<file path="config.mk">
export PLATFORM = sky130hd
export DESIGN_NAME = if_fetch_ctrl
export DESIGN_NICKNAME = d
export VERILOG_FILES = /design/src/rtl/fetch_pkg.sv /design/src/rtl/fetch_perf_ctr.sv /design/src/rtl/if_fetch_ctrl.sv
export SDC_FILE = /design/constraint.sdc
export NUM_CORES = 1
export LEC_CHECK = 0
export ABC_AREA = 1
export CORE_MARGIN = 2
export CORE_UTILIZATION = 51
export CTS_BUF_LIST = sky130_fd_sc_hd__clkbuf_4 sky130_fd_sc_hd__clkbuf_8
export DETAILED_ROUTE_END_ITERATION = 6
export PLACE_DENSITY_LB_ADDON = 0.25
export SLEW_MARGIN = 25
export SYNTH_ARGS = -nofsm -noshare
export SYNTH_HDL_FRONTEND = slang
export SYNTH_SLANG_ARGS = --single-unit
</file>
<file path="constraint.sdc">
create_clock -name clk -period 2.75 [get_ports clk]
set_input_delay 0.55 -clock clk [delete_from_list [all_inputs] [get_ports clk]]
set_output_delay 0.55 -clock clk [all_outputs]
set_load 0.05 [all_outputs]
</file>
<file path="src/rtl/fetch_pkg.sv">
// fetch_pkg: shared types and constants for the instruction-fetch controller.
//   fetch_state_t : IDLE / FETCH / SQUASH / WAIT controller states
//   PC_INC        : sequential PC step (16-bit LC-3b instructions, byte addressed)
//   RESET_PC_DEF  : default reset PC
package fetch_pkg;
  typedef enum logic [1:0] {IDLE, FETCH, SQUASH, WAIT} fetch_state_t;

  localparam int unsigned PC_INC       = 2;
  localparam logic [15:0] RESET_PC_DEF = 16'h0000;
endpackage

</file>
<file path="src/rtl/fetch_perf_ctr.sv">
// fetch_perf_ctr: 16-bit event counter that sticks at 16'hFFFF.
//   clk     : clock, rising edge
//   reset   : asynchronous active-high clear
//   inc_i   : count one event this cycle
//   count_o : current count
module fetch_perf_ctr (
  input  logic        clk,
  input  logic        reset,
  input  logic        inc_i,
  output logic [15:0] count_o
);
  logic [15:0] cnt_q;

  always_ff @(posedge clk or posedge reset) begin
    if (reset)                             cnt_q <= '0;
    else if (inc_i && (cnt_q != 16'hFFFF)) cnt_q <= cnt_q + 16'd1;
  end

  assign count_o = cnt_q;
endmodule

</file>
<file path="src/rtl/if_fetch_ctrl.sv">
// if_fetch_ctrl: PC owner and fetch sequencer with a one-entry IF/ID buffer.
//   clk, reset            : clock; asynchronous active-high reset
//   i_mem_read/_address   : instruction read request, address held until resp
//   i_mem_resp/_rdata     : one-cycle completion pulse and instruction word
//   dcache_stall/ldi_stall: downstream stalls; buffered instr held while set
//   br_taken/br_target    : one-cycle redirect
//   if_id_valid/_instr/_pc: IF/ID buffer contents
// Optional build macro FETCH_PERF_EN adds fetch_count (instructions consumed)
// and squash_count (responses discarded), both saturating 16-bit.
module if_fetch_ctrl
  import fetch_pkg::*;
#(
  parameter int                 ADDR_W   = 16,
  parameter logic [ADDR_W-1:0]  RESET_PC = ADDR_W'(RESET_PC_DEF)
) (
  input  logic              clk,
  input  logic              reset,
  output logic              i_mem_read,
  output logic [ADDR_W-1:0] i_mem_address,
  input  logic              i_mem_resp,
  input  logic [ADDR_W-1:0] i_mem_rdata,
  input  logic              dcache_stall,
  input  logic              ldi_stall,
  input  logic              br_taken,
  input  logic [ADDR_W-1:0] br_target,
  output logic              if_id_valid,
  output logic [ADDR_W-1:0] if_id_instr,
  output logic [ADDR_W-1:0] if_id_pc
`ifdef FETCH_PERF_EN
  ,
  output logic [15:0]       fetch_count,
  output logic [15:0]       squash_count
`endif
);
  fetch_state_t      state_q, state_d;
  logic [ADDR_W-1:0] pc_q, pc_d;
  logic [ADDR_W-1:0] req_q, req_d;
  logic [ADDR_W-1:0] instr_q, instr_d;
  logic [ADDR_W-1:0] bpc_q, bpc_d;
  logic              stall;

  assign stall = dcache_stall | ldi_stall;

  always_ff @(posedge clk or posedge reset) begin
    if (reset) begin
      state_q <= IDLE;
      pc_q    <= RESET_PC;
      req_q   <= RESET_PC;
      instr_q <= '0;
      bpc_q   <= '0;
    end else begin
      state_q <= state_d;
      pc_q    <= pc_d;
      req_q   <= req_d;
      instr_q <= instr_d;
      bpc_q   <= bpc_d;
    end
  end

  always_comb begin
    state_d = state_q;
    pc_d    = pc_q;
    req_d   = req_q;
    instr_d = instr_q;
    bpc_d   = bpc_q;
    case (state_q)
      IDLE: begin
        state_d = FETCH;
        if (br_taken) begin
          pc_d  = br_target;
          req_d = br_target;
        end else begin
          req_d = pc_q;
        end
      end
      FETCH: begin
        if (i_mem_resp && br_taken) begin
          // data belongs to the old path; refetch at the target right away
          pc_d  = br_target;
          req_d = br_target;
        end else if (i_mem_resp) begin
          instr_d = i_mem_rdata;
          bpc_d   = req_q;
          pc_d    = req_q + ADDR_W'(PC_INC);
          state_d = WAIT;
        end else if (br_taken) begin
          // the memory cannot be cancelled: ride out the old request
          pc_d    = br_target;
          state_d = SQUASH;
        end
      end
      SQUASH: begin
        if (br_taken) pc_d = br_target;
        if (i_mem_resp) begin
          req_d   = br_taken ? br_target : pc_q;
          state_d = FETCH;
        end
      end
      WAIT: begin
        if (br_taken) begin
          pc_d    = br_target;
          req_d   = br_target;
          state_d = FETCH;
        end else if (!stall) begin
          req_d   = pc_q;
          state_d = FETCH;
        end
      end
      default: state_d = IDLE;
    endcase
  end

  assign i_mem_read    = (state_q == FETCH) || (state_q == SQUASH);
  assign i_mem_address = req_q;
  assign if_id_valid   = (state_q == WAIT);
  assign if_id_instr   = instr_q;
  assign if_id_pc      = bpc_q;

`ifdef FETCH_PERF_EN
  logic consume, discard;
  assign consume = (state_q == WAIT) && !stall;
  assign discard = i_mem_resp &&
                   ((state_q == SQUASH) || ((state_q == FETCH) && br_taken));

  fetch_perf_ctr u_fetch_ctr (
    .clk(clk), .reset(reset), .inc_i(consume), .count_o(fetch_count)
  );
  fetch_perf_ctr u_squash_ctr (
    .clk(clk), .reset(reset), .inc_i(discard), .count_o(squash_count)
  );
`endif
endmodule
</file>
== Word level (Yosys, flattened, before mapping) ==
Cells that the tools add are included.

* Add/sub/neg operators: 1
* Equal/unequal tests: 8
* Multiplexer cells: 16
* Bitwise operators: 2
* Reductions and logical operators: 7

{| class="wikitable"
|+ Operators by type and width
! operator !! number
|-
| $mux W16 || 7
|-
| $pmux W16 S4 || 1
|-
| $pmux W16 S2 || 1
|-
| $add A16 B2 Y16 const B || 1
|-
| $mux W2 || 6
|-
| $pmux W2 S4 || 1
|-
| $ne A2 B2 Y1 const B || 3
|-
| $ne A3 B3 Y1 const B || 2
|-
| $reduce_and A3 Y1 || 2
|-
| $eq A2 B2 Y1 const B || 2
|-
| $reduce_and A4 Y1 || 1
|-
| $reduce_or A3 Y1 || 1
|-
| $eq A2 B1 Y1 const B || 1
|-
| $logic_not A2 Y1 || 1
|-
| $logic_and A1 B1 Y1 || 1
|-
| $logic_or A1 B1 Y1 || 1
|-
| $not A1 Y1 || 1
|-
| $or A1 B1 Y1 || 1
|}

* Flip-flop bits (word level): 66
* Bits of input ports: 38
* Output and inout bits: 50
* Logic and storage cells: 39

== Depth between registers and ports, before layout ==
* Depth after elaboration: 4
* Depth in mapped cells: 9

== Least setup slack after synthesis ==
Ideal clock, no wire load.

* Kind: reg-to-reg
* From: reg req_q[1], in the netlist i_mem_address[1]
* To: reg pc_q[13]
* Library setup time: 126 ps
* Arrival: 1,628 ps
* Data required time: 2,624 ps
* Setup slack: 996 ps
* Cell stages (with the launch flop): 9
* Buffers on the path: 0
* Period minus slack after synthesis: 1,754 ps
* Cells stage by stage: dfrtp_1 > ha_1 > nand3_4 > nor2_8 > nand2_2 > nor2_1 > nand2_1 > nand3_1 > o21ai_1

* Word-level cells in the longest chain between the ends: 4

{| class="wikitable"
|+ Ends and longest elaborated chain
! item !! RTL line !! source
|-
| from (decl) || if_fetch_ctrl.sv:37 || <nowiki>logic [ADDR_W-1:0] req_q, req_d;</nowiki>
|-
| from (signal assigned) || if_fetch_ctrl.sv:54 || <nowiki>req_q <= req_d;</nowiki>
|-
| $add A16 B2 Y16 || if_fetch_ctrl.sv:84 || <nowiki>pc_d = req_q + ADDR_W'(PC_INC);</nowiki>
|-
| $mux W16 || if_fetch_ctrl.sv:81 || <nowiki>end else if (i_mem_resp) begin</nowiki>
|-
| $mux W16 || if_fetch_ctrl.sv:77 || <nowiki>if (i_mem_resp && br_taken) begin</nowiki>
|-
| $pmux W16 S2 || if_fetch_ctrl.sv:66 || <nowiki>case (state_q)</nowiki>
|-
| named net pc_d[13] || if_fetch_ctrl.sv:36 || <nowiki>logic [ADDR_W-1:0] pc_q, pc_d;</nowiki>
|-
| to (signal assigned) || if_fetch_ctrl.sv:53 || <nowiki>pc_q <= pc_d;</nowiki>
|-
| to (decl) || if_fetch_ctrl.sv:36 ||
|}

The timed path passes the listed nets, and every way through them passes these cells.
A chain may end at the register's enable or synchronous reset.

== Worst setup path in the final report ==
* From: reg state_q[0]
* To: out i_mem_read

* Word-level cells in the longest chain between the ends: 2
* Elaborated cells between the ends (all ways): 3

{| class="wikitable"
|+ Ends and longest elaborated chain
! item !! RTL line !! source
|-
| from (decl) || if_fetch_ctrl.sv:35 || <nowiki>fetch_state_t state_q, state_d;</nowiki>
|-
| from (signal assigned) || if_fetch_ctrl.sv:52 || <nowiki>state_q <= state_d;</nowiki>
|-
| $eq A2 B1 Y1 / $eq A2 B2 Y1 (equally long branches) || if_fetch_ctrl.sv:113 || <nowiki>assign i_mem_read = (state_q == FETCH) || (state_q == SQUASH);</nowiki>
|-
| $logic_or A1 B1 Y1 (*) || if_fetch_ctrl.sv:113 ||
|-
| to (decl) || if_fetch_ctrl.sv:18 || <nowiki>output logic i_mem_read,</nowiki>
|}

Every way passes the cells marked *; elsewhere a longest branch is shown, timed or not.

==> out/summary.log <==
[route] vias per cell 5.191
[timing] Fmax 394.8 MHz
[global_routing] initial antenna violation count 0
[hold_path] startpoint of the tightest hold check path if_id_pc[15]$_DFFE_PP0P_
[synthesis] Primary FF master, synth sky130_fd_sc_hd__dfrtp_1
[final_layout] NumNets Final 514
[route] detailed-route via count 2886
[synthesis] synthesized area per cell 9.056 um^2
[route] post-DR wirelength/cell 14.74 um
[global_routing] vias in the first global route 2731
[timing] unrepaired setup endpoints after global routing no
[route] number of iterations in the first detailed-routing pass 5
[clock_network] number of clock sinks 66
[synthesis] most instantiated library cell after synthesis sky130_fd_sc_hd__nand2_1
[placement] pre-CTS setup slack 0.5476 ns
[clock_network] clock insertion delay at the later pin of the skew report 0.34 ns
[synthesis] post-synthesis sequential element count 66
[timing] worst-case setup margin in the final layout 0.2171 ns
[floorplanning] Core Box Area 6681 um^2
[clock_network] # hold bufs at CTS 0
[power_and_ir_drop] PD cells 1403 nW/um^2
[synthesis] Cell variety after synth 38
[hold_path] worst min path class reg2reg
[critical_path] crit path launch state_q[0]$_DFFE_PP0P_
[clock_network] Worst-path clk slew 0.07 ns
[placement] hpwl dp 5923 um
[synthesis] cell area after synthesis 3468 um^2
[placement] placed standard-cell area 4367 um^2
[synthesis] share of the yosys chip area belonging to registers 47.62%
[critical_path] kind of critical path reg2out
[floorplanning] top-level I/O count 88
[route] total routed wirelength 8193 um
[timing] post-route fraction of the period consumed by the critical path 92.10%
[synthesis] Async SR Flop Fraction 100.0%
[placement] Routability Congestion 0.8532
[global_routing] maximum number of pins on one net before global-route repair 67
[floorplanning] Die Width 86.47 um
[clock_network] level count of the clock H-tree 3
[clock_network] count of cells resized by post-cts repair 0
[floorplanning] die extent in y 86.47 um
[floorplanning] num rows 30
[synthesis] post-synth net total 426
[global_routing] first-pass GRT wire length 13570 um
[synthesis] cell taking the most area after synthesis sky130_fd_sc_hd__dfrtp_1
[floorplanning] starting density of the core 51.91%
[placement] IO buf count 87
[critical_path] Crit Reg-Reg Startpoint state_q[1]$_DFFE_PP0P_
[final_layout] area of the multi-input gates 1498 um^2
[timing] Rel. slew slack 63.69%
[clock_network] CTS Root Buffer Type sky130_fd_sc_hd__clkbuf_8
[synthesis] count of mapped cells out of synthesis 383
[route] post-detailed-route count of antenna-violating nets 0
[clock_network] number of buffers added by the clock tree synthesis step 9
[final_layout] number of non-filler instances in the completed layout 556
[timing] final setup vio count 0
[final_layout] final cell area excluding filler cells 4632 um^2
[clock_network] post-CTS repair timing setup buffer count 0
[global_routing] final global-route overflow total 0
[synthesis] EDFF count, synth 0
[critical_path] Critical Path Start Type flip-flop
[status] run status complete, no violations
[placement] Placed Instances 540
[final_layout] area growth from synthesis to layout 33.55%
[critical_path] Setup crit end kind primary output
[power_and_ir_drop] Leakage 2.187 nW
[synthesis] share of the synthesized area in the top cell type 47.62%
[timing] setup total negative slack 0 ns
[synthesis] Synthesis Warnings 0
[timing] Final Max Slew Viols 0
[route] DRC violation total after the first TritonRoute iteration 219
[floorplanning] DIE AREA 7476 um^2
[critical_path] Req. time, crit path 2.20 ns
[critical_path] largest driver fanout on the critical path 4
[job] count of max-cap constraint violations 0
[final_layout] register area 1652 um^2
[critical_path] endpoint arrival time on the critical path 1.98 ns
[final_layout] diode insertion count for antenna repair 0
[final_layout] total of fill cells in the finished design 525
[timing] Worst-Margin Slew 0.5447 ns
[clock_network] number of buffers between clock root and the deepest sink 2
[power_and_ir_drop] peak supply drop 0.6858 mV
[synthesis] cell types with the largest area share after synthesis sky130_fd_sc_hd__dfrtp_1 48%, sky130_fd_sc_hd__nand2_1 9.2%, sky130_fd_sc_hd__mux2_4 7.4%
[timing] fin crit period 2.533 ns
[final_layout] fraction of final layout cells sized beyond drive strength 1 12.39%
[global_routing] total routing resource utilization after global routing 23.42%
[timing] Fin Clk Skew 0.004395 ns
[synthesis] most frequent cells after synthesis 85 x sky130_fd_sc_hd__nand2_1, 66 x sky130_fd_sc_hd__dfrtp_1, 42 x sky130_fd_sc_hd__inv_1
[timing] final-report hold violation count 0
[route] drt drc 0
[final_layout] final core area utilization 69.33%
[clock_network] TritonCTS clock tree yes
## worst max-delay path: stages, from the launching register on
cell and delay [ns]:
sky130_fd_sc_hd__dfrtp_1 0.42, sky130_fd_sc_hd__inv_1 0.09, sky130_fd_sc_hd__ha_1 0.29, sky130_fd_sc_hd__inv_1 0.05
sky130_fd_sc_hd__clkdlybuf4s50_1 0.79
## area by class of cell
cell class / instances / share of cell area [%]
clock inverter: 7 / 3.052
clock buffer: 9 / 2.674
inverter: 45 / 3.809
tap: 80 / 2.161
sequential: 66 / 35.66
multi-input combinational: 256 / 32.33
timing repair buffer: 93 / 20.31
## flip-flops by register name, indices dropped and copies added (netlist names)
signal,cells
if_id_instr,16
if_id_pc,16
i_mem_address,16
state_q,2
pc_q,16
## layout by cell type (no fill, tap or decap), types with 5 or more instances in the layout
| cell | netlist | routed |
|---|---|---|
| sky130_fd_sc_hd__a21oi_1 | 19 | 19 |
| sky130_fd_sc_hd__clkbuf_8 | 0 | 9 |
| sky130_fd_sc_hd__clkdlybuf4s50_1 | 0 | 87 |
| sky130_fd_sc_hd__dfrtp_1 | 66 | 66 |
| sky130_fd_sc_hd__ha_1 | 5 | 5 |
| sky130_fd_sc_hd__inv_1 | 42 | 41 |
| sky130_fd_sc_hd__mux2_4 | 17 | 17 |
| sky130_fd_sc_hd__nand2_1 | 85 | 85 |
| sky130_fd_sc_hd__nand2_2 | 5 | 5 |
| sky130_fd_sc_hd__nand3_1 | 15 | 15 |
| sky130_fd_sc_hd__nor2_1 | 31 | 31 |
| sky130_fd_sc_hd__o211ai_1 | 6 | 6 |
| sky130_fd_sc_hd__o21ai_0 | 9 | 9 |
| sky130_fd_sc_hd__o21ai_1 | 35 | 35 |
## cell families after synthesis
family / Yosys count / synth area share (%)
simple gates: 150 / 19.91
fa+ha+maj: 5 / 1.804
xor+xnor: 2 / 0.5051
flops: 66 / 47.62
buf+inv: 61 / 9.199
compound gates: 82 / 13.60
mux: 17 / 7.359
## final timing paths
kind | end | slack [ns] | cells after the start
setup reg to reg | i_mem_address[2]$_DFFE_PP0P_ | 0.92 | 7
min in group asynchronous | if_id_instr[10]$_DFFE_PP0P_ | 0.59 | 3
setup / recovery | i_mem_read | 0.22 | 4
max in group asynchronous | pc_q[11]$_DFF_PP0_ | 1.86 | 3
hold reg to reg | if_id_pc[15]$_DFFE_PP0P_ | 0.49 | 2
hold / removal | if_id_pc[15]$_DFFE_PP0P_ | 0.49 | 2
## power by group
| part | leakage (nW) | switching (W) | internal (W) |
|---|---|---|---|
| Combinational | 1.27 | 0.00240 | 0.00127 |
| Sequential | 0.787 | 0.000336 | 0.00142 |
| Clock | 0.129 | 0.000382 | 0.000694 |
| Total | 2.19 | 0.00312 | 0.00338 |
## stage by stage
stage / total power (W) / hold WS [ns]
5_1_grt: 0.006873 / 0.5168
2_1_floorplan: 0.004337 / 0.5106
3_3_place_gp: 0.005349 / 0.4744
4_1_cts: 0.006528 / 0.4965
3_5_place_dp: 0.005432 / 0.4783
6_report: 0.006499 / 0.4943
## routing by layer
metal	global-route usage, %	routed length [um]
met5	0	0
met4	6.534	89
met3	5.810	501
met2	33.71	3815
met1	35.31	3787
Note: power is estimated with default switching activity, not from simulation.
